`src/rtl/led_disp_pkg.sv`:
```
// ============================================================================
// led_disp_pkg - shared constants, segment patterns and helpers for the
//                multiplexed LED display path.
// Revision: 1.0
// ============================================================================
`default_nettype none

package led_disp_pkg;

  localparam int LED_SEG_W  = 7;
  localparam int LED_DIGITS = 6;

  // Segment bit order is {g,f,e,d,c,b,a}, active-high.
  localparam logic [6:0] SEG_0 = 7'h3F;
  localparam logic [6:0] SEG_1 = 7'h06;
  localparam logic [6:0] SEG_2 = 7'h5B;
  localparam logic [6:0] SEG_3 = 7'h4F;
  localparam logic [6:0] SEG_4 = 7'h66;
  localparam logic [6:0] SEG_5 = 7'h6D;
  localparam logic [6:0] SEG_6 = 7'h7D;
  localparam logic [6:0] SEG_7 = 7'h07;
  localparam logic [6:0] SEG_8 = 7'h7F;
  localparam logic [6:0] SEG_9 = 7'h6F;
  localparam logic [6:0] SEG_A = 7'h77;
  localparam logic [6:0] SEG_B = 7'h7C;
  localparam logic [6:0] SEG_C = 7'h39;
  localparam logic [6:0] SEG_D = 7'h5E;
  localparam logic [6:0] SEG_E = 7'h79;
  localparam logic [6:0] SEG_F = 7'h71;

  // Ceiling log2, never less than 1 so it can size a counter directly.
  function automatic int clog2(input int value);
    int width;
    width = 1;
    while ((1 << width) < value) width = width + 1;
    return width;
  endfunction

endpackage

`default_nettype wire

```
`src/rtl/led_scan_timer.sv`:
```
// ============================================================================
// led_scan_timer - slot counter, digit counter, frame-boundary strobe and
//                  registered frame tick for the digit scan.
// Revision: 1.0
// ============================================================================
`default_nettype none

module led_scan_timer
  import led_disp_pkg::*;
#(
  parameter int DIGITS   = 6,
  parameter int SLOT_CYC = 8192,
  parameter int SLOT_W   = clog2(SLOT_CYC),
  parameter int DIG_W    = clog2(DIGITS)
) (
  input  logic              clk,
  input  logic              rst,
  output logic [SLOT_W-1:0] slot_cnt_o,
  output logic [DIG_W-1:0]  digit_o,
  output logic              frame_end_o,
  output logic              frame_tick_o
);

  localparam logic [SLOT_W-1:0] SLOT_LAST  = SLOT_W'(SLOT_CYC - 1);
  localparam logic [DIG_W-1:0]  DIGIT_LAST = DIG_W'(DIGITS - 1);

  logic [SLOT_W-1:0] slot_q, slot_d;
  logic [DIG_W-1:0]  digit_q, digit_d;
  logic              tick_q;
  logic              frame_end;

  always_comb begin
    slot_d    = slot_q + SLOT_W'(1);
    digit_d   = digit_q;
    frame_end = (digit_q == DIGIT_LAST) && (slot_q == SLOT_LAST);
    if (slot_q == SLOT_LAST) begin
      digit_d = (digit_q == DIGIT_LAST) ? '0 : digit_q + DIG_W'(1);
    end
  end

  // The tick lands on the first cycle of digit 0 that follows a boundary,
  // so the frame right after reset carries no tick.
  always_ff @(posedge clk or posedge rst) begin
    if (rst) begin
      slot_q  <= '0;
      digit_q <= '0;
      tick_q  <= 1'b0;
    end else begin
      slot_q  <= slot_d;
      digit_q <= digit_d;
      tick_q  <= frame_end;
    end
  end

  assign slot_cnt_o   = slot_q;
  assign digit_o      = digit_q;
  assign frame_end_o  = frame_end;
  assign frame_tick_o = tick_q;

endmodule

`default_nettype wire

```
`src/rtl/led_disp_mux.sv`:
```
// ============================================================================
// led_disp_mux - N-digit 7-segment scan driver with double-buffered frames,
//                PWM brightness and blanking. Define LED_DISP_MUX_DEADTIME_EN
//                to add per-slot anti-ghosting dead time.
// Revision: 1.0
// ============================================================================
`default_nettype none

module led_disp_mux
  import led_disp_pkg::*;
#(
  parameter int DIGITS   = 6,
  parameter int SEG_W    = 7,
  parameter int SLOT_CYC = 8192,
  parameter int BRIGHT_W = 4,
  parameter int DEAD_CYC = 16
) (
  input  logic                    clk,
  input  logic                    rst,
  input  logic [DIGITS*SEG_W-1:0] i_digit_seg,
  input  logic [DIGITS-1:0]       i_digit_dp,
  input  logic [BRIGHT_W-1:0]     i_bright,
  input  logic                    i_blank,
  output logic [SEG_W-1:0]        o_seg,
  output logic                    o_seg_dp,
  output logic [DIGITS-1:0]       o_seg_enb,
  output logic                    o_frame_tick
);

  localparam int SLOT_W = clog2(SLOT_CYC);
  localparam int DIG_W  = clog2(DIGITS);

`ifdef LED_DISP_MUX_DEADTIME_EN
  localparam bit DEAD_EN = 1'b1;
`else
  localparam bit DEAD_EN = 1'b0;
`endif

  logic [SLOT_W-1:0] slot_cnt;
  logic [DIG_W-1:0]  digit;
  logic              frame_end;

  led_scan_timer #(
    .DIGITS   (DIGITS),
    .SLOT_CYC (SLOT_CYC),
    .SLOT_W   (SLOT_W),
    .DIG_W    (DIG_W)
  ) u_scan_timer (
    .clk          (clk),
    .rst          (rst),
    .slot_cnt_o   (slot_cnt),
    .digit_o      (digit),
    .frame_end_o  (frame_end),
    .frame_tick_o (o_frame_tick)
  );

  logic [DIGITS*SEG_W-1:0] shadow_seg_q;
  logic [DIGITS-1:0]       shadow_dp_q;
  logic [BRIGHT_W-1:0]     shadow_bright_q;
  logic                    load_pending_q;
  logic                    blank_q;
  logic [SEG_W-1:0]        seg_q, seg_d;
  logic                    dp_q, dp_d;
  logic [DIGITS-1:0]       enb_q, enb_d;
  logic                    load;
  logic                    lit;
  logic                    in_dead;
  logic [SEG_W-1:0]        sel_seg;
  logic                    sel_dp;

  assign load = frame_end | load_pending_q;

  always_comb begin
    sel_seg = '0;
    sel_dp  = 1'b0;
    for (int k = 0; k < DIGITS; k++) begin
      if (digit == DIG_W'(k)) begin
        sel_seg = shadow_seg_q[k*SEG_W +: SEG_W];
        sel_dp  = shadow_dp_q[k];
      end
    end
    // PWM window: the slot's top BRIGHT_W bits sweep 0..2**BRIGHT_W-1.
    in_dead = DEAD_EN && (slot_cnt < SLOT_W'(DEAD_CYC));
    lit     = (slot_cnt[SLOT_W-1 -: BRIGHT_W] <= shadow_bright_q) && !blank_q && !in_dead;
    seg_d   = lit ? sel_seg : '0;
    dp_d    = lit ? sel_dp  : 1'b0;
    enb_d   = lit ? (DIGITS'(1) << digit) : '0;
  end

  always_ff @(posedge clk or posedge rst) begin
    if (rst) begin
      shadow_seg_q    <= '0;
      shadow_dp_q     <= '0;
      shadow_bright_q <= '0;
      load_pending_q  <= 1'b1;
      blank_q         <= 1'b0;
      seg_q           <= '0;
      dp_q            <= 1'b0;
      enb_q           <= '0;
    end else begin
      blank_q        <= i_blank;
      load_pending_q <= 1'b0;
      if (load) begin
        shadow_seg_q    <= i_digit_seg;
        shadow_dp_q     <= i_digit_dp;
        shadow_bright_q <= i_bright;
      end
      seg_q <= seg_d;
      dp_q  <= dp_d;
      enb_q <= enb_d;
    end
  end

  assign o_seg     = seg_q;
  assign o_seg_dp  = dp_q;
  assign o_seg_enb = enb_q;

endmodule

`default_nettype wire
```
`config.mk`:
```
export PLATFORM = sky130hd
export DESIGN_NAME = led_disp_mux
export DESIGN_NICKNAME = d
export VERILOG_FILES = /design/src/rtl/led_disp_pkg.sv /design/src/rtl/led_scan_timer.sv /design/src/rtl/led_disp_mux.sv
export SDC_FILE = /design/constraint.sdc
export NUM_CORES = 1
export LEC_CHECK = 0
export ABC_AREA = 1
export BUFFER_PORTS_ARGS = -buffer_cell sky130_fd_sc_hd__buf_2
export CORE_AREA = 2 2 87 89
export DETAILED_ROUTE_END_ITERATION = 12
export DIE_AREA = 0 0 89 91
export PLACE_DENSITY = 0.78
export RECOVER_POWER = 50
export SLEW_MARGIN = 20
export SYNTH_ARGS = -nofsm -noshare
export SYNTH_HDL_FRONTEND = slang
export SYNTH_HIERARCHICAL = 1
export SYNTH_SLANG_ARGS = --single-unit
```
`constraint.sdc`:
```
create_clock -name clk -period 2.4 [get_ports clk]
set_input_delay 0.24 -clock clk [delete_from_list [all_inputs] [get_ports clk]]
set_output_delay 0.24 -clock clk [all_outputs]
set_load 0.03 [all_outputs]
```
==> results of run 1 <==
-- what timing repair did --
action	CTS	global route
hold buffers	2	0
endpoints found under the setup margin	0	0
hold endpoints to repair	25	0
-- worst max-delay path, cell delays in order (launching register included) --
cell	delay, ns
dfrtp_1	0.40
ha_1	0.23
nand3_1	0.21
nor2_4	0.08
nand2_2	0.09
nor2_1	0.08
nor2_4	0.10
buf_12	0.27
mux2_2	0.38
-- power breakdown --
| group | internal [mW] | switching (mW) |
|---|---|---|
| sequential | 1.53 | 0.0528 |
| clock | 0.479 | 0.496 |
| combinational | 0.139 | 0.154 |
-- how the worst max path moves through the flow --
stage	start	end	slack [ns]	cells after the start
finish	u_scan_timer/slot_cnt_o[0]	shadow_dp_q[0]	0.40	8
global route	rst	shadow_seg_q[0]	0.20	4
CTS	u_scan_timer/slot_cnt_o[0]	shadow_dp_q[0]	0.47	8
detailed placement	u_scan_timer/slot_cnt_o[0]	shadow_seg_q[24]	0.49	8
global placement	u_scan_timer/slot_cnt_o[0]	shadow_dp_q[5]	0.52	8
floorplan	rst	blank_q	0.45	1
-- flip-flops by register name (all words and copies together) (netlist names), 3 cells and up --
name / flops
o_seg_enb: 6
shadow_bright_q: 4
u_scan_timer/digit_o: 3
shadow_seg_q: 42
u_scan_timer/slot_cnt_o: 13
shadow_dp_q: 6
o_seg: 7
-- cells in the final DEF, fill, tap and decap left out, drive strengths merged, types with 3 or more instances in the layout --
cell    Yosys  final
dfrtp      84     84
nand3      35     35
a21oi      14     14
xnor2       4      4
ha          5      5
nand4      10     10
nor3        4      4
or2         6      6
inv        37     36
clkinv      1      5
xor2        3      3
clkbuf      1     27
nor2       39     39
nand2      68     68
mux2       47     47
buf        11     55
-- area by class of cell --
type / count / share of cell area
Clock buffer: 10 / 0.0285
Clock inverter: 6 / 0.0142
Inverter: 38 / 0.0318
Multi-Input combinational cell: 239 / 0.338
Sequential cell: 85 / 0.475
Tap cell: 99 / 0.0276
Timing Repair Buffer: 74 / 0.0848
-- kinds of logic after synthesis --
family                     count (synthesis)  share of synthesized area
adders and majority gates                  5                     0.0162
DFF                                       85                      0.550
xor gates and xnor gates                   7                     0.0158
AOI/OAI and AO/OA                         16                     0.0207
muxes                                     47                      0.137
buffers and inverters                     50                     0.0546
and+or+nand+nor                          163                      0.205
other                                      1                   0.000968
-- cell usage after synthesis --
cell,instances,area share
nor2_1,34,0.033
dfstp_2,1,0.0068
clkbuf_1,1,0.00097
xor2_1,3,0.0068
a21oi_1,14,0.018
buf_2,7,0.0090
nand3b_1,1,0.0019
inv_1,30,0.029
nand3_2,2,0.0052
clkinv_1,1,0.00097
nand3_4,1,0.0045
nor3_4,3,0.013
inv_2,7,0.0068
o21ai_1,2,0.0026
nand3_1,32,0.041
nand4_1,10,0.016
or2_2,6,0.0097
nor2_2,3,0.0048
conb_1,1,0.00097
nand2_1,63,0.061
nor2_4,2,0.0058
xnor2_1,4,0.0090
ha_1,5,0.016
mux2_2,47,0.14
nand2_2,5,0.0081
dfrtp_1,84,0.54
nor3_1,1,0.0013
buf_4,4,0.0078
-- metal layers --
| layer | part of all wire | vias up | track usage |
|---|---|---|---|
| li1 | - | 1367 | - |
| met1 | 0.45 | 1305 | 0.293 |
| met2 | 0.46 | 91 | 0.308 |
| met3 | 0.065 | 12 | 0.0609 |
| met4 | 0.019 | 0 | 0.0833 |
| met5 | 0 | - | 0 |
-- through the flow --
step / setup slack, ns / power, mW / std cells / hold WS [ns] / util
floorplan: 0.450 / 1.79 / 374 / 0.166 / -
global placement: 0.523 / 1.90 / 533 / 0.337 / 0.606
detailed placement: 0.486 / 1.91 / 533 / 0.350 / 0.606
CTS: 0.470 / 2.89 / 551 / 0.0969 / 0.636
global route: 0.202 / 3.00 / 551 / 0.0939 / 0.628
finish: 0.401 / 2.85 / 551 / 0.108 / 0.628
==> summary.md, run 1 <==
| Metric | Value |
|---|---|
| P&R area growth vs syn | 15.8% |
| Setup crit start kind | flip-flop |
| Root buf cell | clkbuf_8 |
| Worst reg2reg path endpoint | shadow_dp_q[0] |
| H-tree Lvls | 3 |
| Layout cells sized above 1 | 0.316 |
| Worst-Margin Slew | ~1.0 ns |
| Final Hold Vio Count | 0 |
| Clock-pin slew of the registers on the worst-case setup and hold paths | ~0.080 ns |
| Max-cap violations | 0 |
| Mean area per synthesized cell | between 10 and 15 sq um |
| Crit path time final | 2.00 ns |
| Ports | 70 |
| Max Fclk | between 500 and 600 MHz |
| Final setup fails | 0 |
| Initial antenna violation count | 0 |
| CTS tree | done |
| Slew Viols, Final | 0 |
| DR vias/cell | roughly 5.0 |
| Pin count of the biggest net entering global routing | just under 60 |
| Congestion Overflow GR | 0 |
| Syn Std Cell Area | between 3000 and 4000 sq um |
| Reg2Reg Launch Point | u_scan_timer/slot_cnt_o[0] |
| #FFs+latches synth | 85 |
| WP data arrival | around 2.2 ns |
| Final Skew | roughly 0.011 ns |
| Finished Cell Area | approximately 4500 sq um |
| Crit-path max FO | 57 |
| Placement-stage cell area | between 4000 and 5000 sq um |
| Core ar. | about 7100 sq um |
| Headroom to the max-slew limit | 0.323 |
| CP Capture Type | flip-flop |
| Hold Path Sink | shadow_seg_q[39] |
| Setup TNS | 0 ns |
| Nets | 507 |
| CP required | 2.63 ns |
| Clk Latency, worst-skew pair | around 0.35 ns |
| Routability Congestion | ~0.83 |
| Netlist cell types | 28 |
| Area of the multi-input gates | between 1500 and 2000 sq um |
| Number of global-route vias before repair | about 2700 |
| Synth Instances | roughly 370 |
| WL/cell | about 14 um |
| Die area | between 8000 and 9000 sq um |
| Register area | 2130 sq um |
| First-pass GRT wire length | between 10000 and 15000 um |
| Hold Crit Class | in2reg |
| DRT Pass-1 Iters | 4 |
| Min-delay src | i_digit_seg[39] |
| Peak supply drop | approximately 0.4 mV |
| Status | completed |
| Post-DP HPWL | 5570 um |
| IO Port Bufs | 69 |
| CTS Buffer Depth | 2 |
| Post-synthesis sequential area ratio | 0.550 |
| CTS resizes | 0 |
| Hold path depth | 2 |
| Syn_nets | approximately 430 |
| Iter 0 DRT Violations | approximately 160 |
| Pleak | 2.19 nW |
| Horiz. Die Dim | between 80 and 90 um |
| Crit Path Class | reg2reg |
| Via count | approximately 2800 |
| Synth warnings | 6 |
| Die Y | 91 um |
| PwrDens | 636 nW/um^2 |
| Initial Util | 0.543 |
| GRT Util Overall | 0.210 |
| Setup repair bufs after CTS | 0 |
| Fillers | approximately 600 |
| Total CTS buffers | 9 |
| CTS sink cnt | 85 |
| Fin crit share | 0.833 |
| Unrepaired setup endpoints after global routing | no |
| DRC | 0 |
| R2r setup slk | 0.40 ns |
| Total Routed Length | about 8000 um |
| Rows | 31 |
| # diodes | 0 |
| Reg2Reg Depth | 8 |
| Post-DRT Antenna Nets | 0 |
(Power assumes the default switching activity.)
==> inputs of run 2 (changes only) <==
Settings changed: ABC_AREA 1 to 0, CORE_AREA 2 2 87 89 to 2 2 85 87, DIE_AREA 0 0 89 91 to 0 0 87 89.
Clock period 2.4 ns to 2.1 ns, I/O delays scaled along.
==> summary.md, run 2 <==
| Metric | Value |
|---|---|
| CP Capture Type | flip-flop (unchanged) |
| Final setup fails | 0 (unchanged) |
| Crit-path max FO | 30 (was 57) |
| Seq pwr share | 0.508 (was 0.556) |
| CTS sink cnt | 85 (unchanged) |
| Layout cells sized above 1 | 0.401 (was 0.316) |
| Net Sw Power | 804 uW (was 703 uW) |
| Post-DRT Antenna Nets | 0 (unchanged) |
| Die area | 7740 sq um (was 8100 sq um) |
| CTS tree | done (unchanged) |
| Cell Int Power | 2.77 mW (was 2.15 mW) |
| Total CTS buffers | 9 (unchanged) |
| Post-synth top area share | 0.572 (was 0.543) |
| Complex-gate fraction of the synthesized area | 0.0664 (was 0.0207) |
| PwrDens | 807 nW/um^2 (was 636 nW/um^2) |
| DRC | 0 (unchanged) |
| Total Routed Length | 7100 um (was 7770 um) |
| WP data arrival | 2.28 ns (was 2.23 ns) |
| Initial antenna violation count | 0 (unchanged) |
| Post-synthesis sequential area ratio | 0.580 (was 0.550) |
| DRT Pass-1 Iters | 7 (was 4) |
| Post-Synth Simple-Gate Area | 0.0804 (was 0.205) |
| Unrepaired setup endpoints after global routing | no (unchanged) |
| Headroom to the max-slew limit | 0.336 (was 0.323) |
| Min-delay src | i_digit_seg[37] (was i_digit_seg[39]) |
| Syn_nets | 333 (was 434) |
| Crit path time final | 2.04 ns (was 2.00 ns) |
| Dpl cells | 420 (was 533) |
| Clk Latency, worst-skew pair | 0.35 ns (about the same) |
| Post-DP HPWL | 5070 um (was 5570 um) |
| Largest family of logic cells by synthesized area | multiplexers (was simple AND/OR/NAND/NOR gates) |
| Crit Path Class | reg2reg (unchanged) |
| Netlist cell types | 32 (was 28) |
| Congestion Overflow GR | 0 (unchanged) |
| Synth warnings | 6 (unchanged) |
| Util after Layout | 0.659 (was 0.628) |
| H-tree Lvls | 3 (unchanged) |
| Final Hold Vio Count | 0 (unchanged) |
| Comb power frac | 0.103 (about the same) |
| Max Fclk | 489 MHz (was 500 MHz) |
| P&R area growth vs syn | 20.6% (was 15.8%) |
| Mean area per synthesized cell | 13.5 sq um (was 10.4 sq um) |
| Ports | 70 (unchanged) |
| Area of the multi-input gates | 1430 sq um (was 1520 sq um) |
| Hold Crit Class | in2reg (unchanged) |
| R2r setup slk | 0.06 ns (was 0.40 ns) |
| Yosys top cell by area | dfrtp_1 (unchanged) |
| Pleak | 2.08 nW (was 2.19 nW) |
| Final Skew | 0.00922 ns (was 0.0111 ns) |
| # diodes | 0 (unchanged) |
| Syn Std Cell Area | 3670 sq um (was 3870 sq um) |
| XOR/XNOR share of the synthesized area | 0.0286 (was 0.0158) |
| Synth Instances | 273 (was 374) |
| Sw Share | 0.225 (was 0.246) |
| Post-Layout Cell Count | 439 (was 551) |
| Status | completed (unchanged) |
| Horiz. Die Dim | 87 um (was 89 um) |
| Fin crit share | 0.973 (was 0.833) |
| Register area | 2130 sq um (unchanged) |
| Root buf cell | clkbuf_8 (unchanged) |
| Clock group share of total power | 0.389 (was 0.342) |
| Rows | 30 (was 31) |
| GRT Util Overall | 0.198 (was 0.210) |
| Number of synthesized flops with an enable pin | 0 (unchanged) |
| Placement-stage cell area | 4160 sq um (was 4330 sq um) |
| Synth async-reset ratio | 1.00 (unchanged) |
| CTS Buffer Depth | 2 (unchanged) |
| Number of flip-flops in the largest register | 42 (unchanged) |
| Synth top cells by count | 84 x dfrtp_1, 54 x mux2_2, 16 x nor2_1 (was 84 x dfrtp_1, 63 x nand2_1, 47 x mux2_2) |
| WL/cell | 16.2 um (was 14.1 um) |
| Critical Path Source | u_scan_timer/slot_cnt_o[0] (unchanged) |
| Synth Flop Type | dfrtp_1 (unchanged) |
| #FFs+latches synth | 85 (unchanged) |
| Core ar. | 6720 sq um (was 7140 sq um) |
| Initial Util | 0.547 (was 0.543) |
| Fillers | 515 (was 604) |
| Final setup margin | 0.0565 ns (was 0.401 ns) |
| Worst-Margin Slew | 0.995 ns (was 1.01 ns) |
| Slew Viols, Final | 0 (unchanged) |
| Proportion of synthesized area in mux cells | 0.190 (was 0.137) |
| Routability Congestion | 0.776 (was 0.835) |
| Reg2Reg Launch Point | u_scan_timer/slot_cnt_o[0] (unchanged) |
| Die Y | 89 um (was 91 um) |
| Dominant cells by area after synthesis | dfrtp_1 57%, mux2_2 17%, mux2i_1 2.5%, a222oi_1 2.2%, o2bb2ai_1 1.9% (was dfrtp_1 54%, mux2_2 14%, nand2_1 6.1%, nand3_1 4.1%, nor2_1 3.3%) |
| Setup crit start kind | flip-flop (unchanged) |
| Synth Area in Adders | 0.0170 (was 0.0162) |
| DR vias/cell | 5.42 (was 5.04) |
| Nets | 414 (was 507) |
| First-pass GRT wire length | 11500 um (was 12900 um) |
| CP required | 2.34 ns (was 2.63 ns) |
| Iter 0 DRT Violations | 177 (was 159) |
| Max-cap violations | 0 (unchanged) |
| Pin count of the biggest net entering global routing | 44 (was 58) |
| IO Port Bufs | 69 (unchanged) |
| Clock-pin slew of the registers on the worst-case setup and hold paths | 0.08 ns (about the same) |
| Most frequent cells in the layout | 84 x dfrtp_1, 54 x mux2_2, 54 x buf_2 (was 84 x dfrtp_1, 64 x nand2_1, 53 x buf_2) |
| Via count | 2381 (was 2775) |
| Peak supply drop | 0.423 mV (was 0.409 mV) |
| Pre-CTS setup slack | -0.00217 ns (was 0.486 ns) |
| Finished Cell Area | 4430 sq um (was 4480 sq um) |
| Most common cell in the netlist | dfrtp_1 (unchanged) |
| Number of global-route vias before repair | 2413 (was 2696) |
| Largest Register | shadow_seg_q (unchanged) |
| Commonest non-fill, non-tap cell in the layout | dfrtp_1 (unchanged) |
run 2: cell count changes after synthesis, sizes merged, moves of 8 or more:
cell and change:
mux2i +9, o2bb2ai +8, nor2 -23, a21o +8, nand3 -30, inv -26
a21oi -14, nand2 -60, nand4 -9, a222oi +8
run 2: worst paths after layout:
check                                                  end  cells after the start
worst max-delay path                      shadow_seg_q[16]                      7
worst min-delay path                      shadow_seg_q[37]                      2
worst max register to register            shadow_seg_q[16]                      7
worst min register to register  u_scan_timer/slot_cnt_o[7]                      1
max in group asynchronous                   load_pending_q                      4
min in group asynchronous       u_scan_timer/slot_cnt_o[9]                      3
run 2: per-layer routing:
layer | global-route usage | share of wire
met1 | 0.273 | 0.46
met2 | 0.305 | 0.47
met3 | 0.0369 | 0.048
met4 | 0.0938 | 0.020
met5 | 0 | 0
run 2: cells by family (layout without fill, tap and decap cells):
group | Yosys count | in the layout
DFF | 85 | 85
xor gates and xnor gates | 12 | 12
AOI/OAI and AO/OA | 28 | 28
muxes | 63 | 63
other | 1 | 1
buffers and inverters | 25 | 111
adders and majority gates | 5 | 5
and+or+nand+nor | 54 | 54
run 2: power groups by stage:
stage | combinational (mW) | sequential [mW] | clock (mW)
5_1_grt | 0.409 | 1.83 | 1.49
2_1_floorplan | 0.211 | 1.87 | 0
3_3_place_gp | 0.363 | 1.84 | 0
6_report | 0.370 | 1.82 | 1.39
3_5_place_dp | 0.377 | 1.85 | 0
4_1_cts | 0.381 | 1.81 | 1.41
run 2: timing repair:
item | CTS | global route
hold buffers | 2 | 0
gates cloned | 0 | 0
gates resized for setup | 1 | 1
buffers inserted | 0 | 1
endpoints found under the hold margin | 43 | 0
endpoints found under the setup margin | 3 | 49
run 2: metrics by stage:
| stage | power [mW] | hold slack [ns] | setup TNS (ns) |
|---|---|---|---|
| final | 3.57 | 0.0818 | 0 |
| after global routing | 3.73 | 0.0737 | 0 |
| after CTS | 3.60 | 0.0737 | 0 |
| after detailed placement | 2.22 | 0.302 | -0.00398 |
| after global placement | 2.21 | 0.306 | 0 |
| after floorplan | 2.08 | 0.136 | 0 |
run 2: final cells by class:
type,count,area share
clock buffers,11,0.0319
inverters,12,0.0102
multi-input cells,163,0.323
repair buffers,83,0.107
flip-flops and latches,85,0.481
clock inverters,5,0.0243
well taps,80,0.0226
run 2: worst max-delay path: stages (launching register included):
cell	delay (ns)
dfrtp_1	0.44
ha_4	0.19
nand4_4	0.16
nor4_4	0.32
and4_2	0.30
nor2_4	0.06
buf_12	0.16
mux2_2	0.29
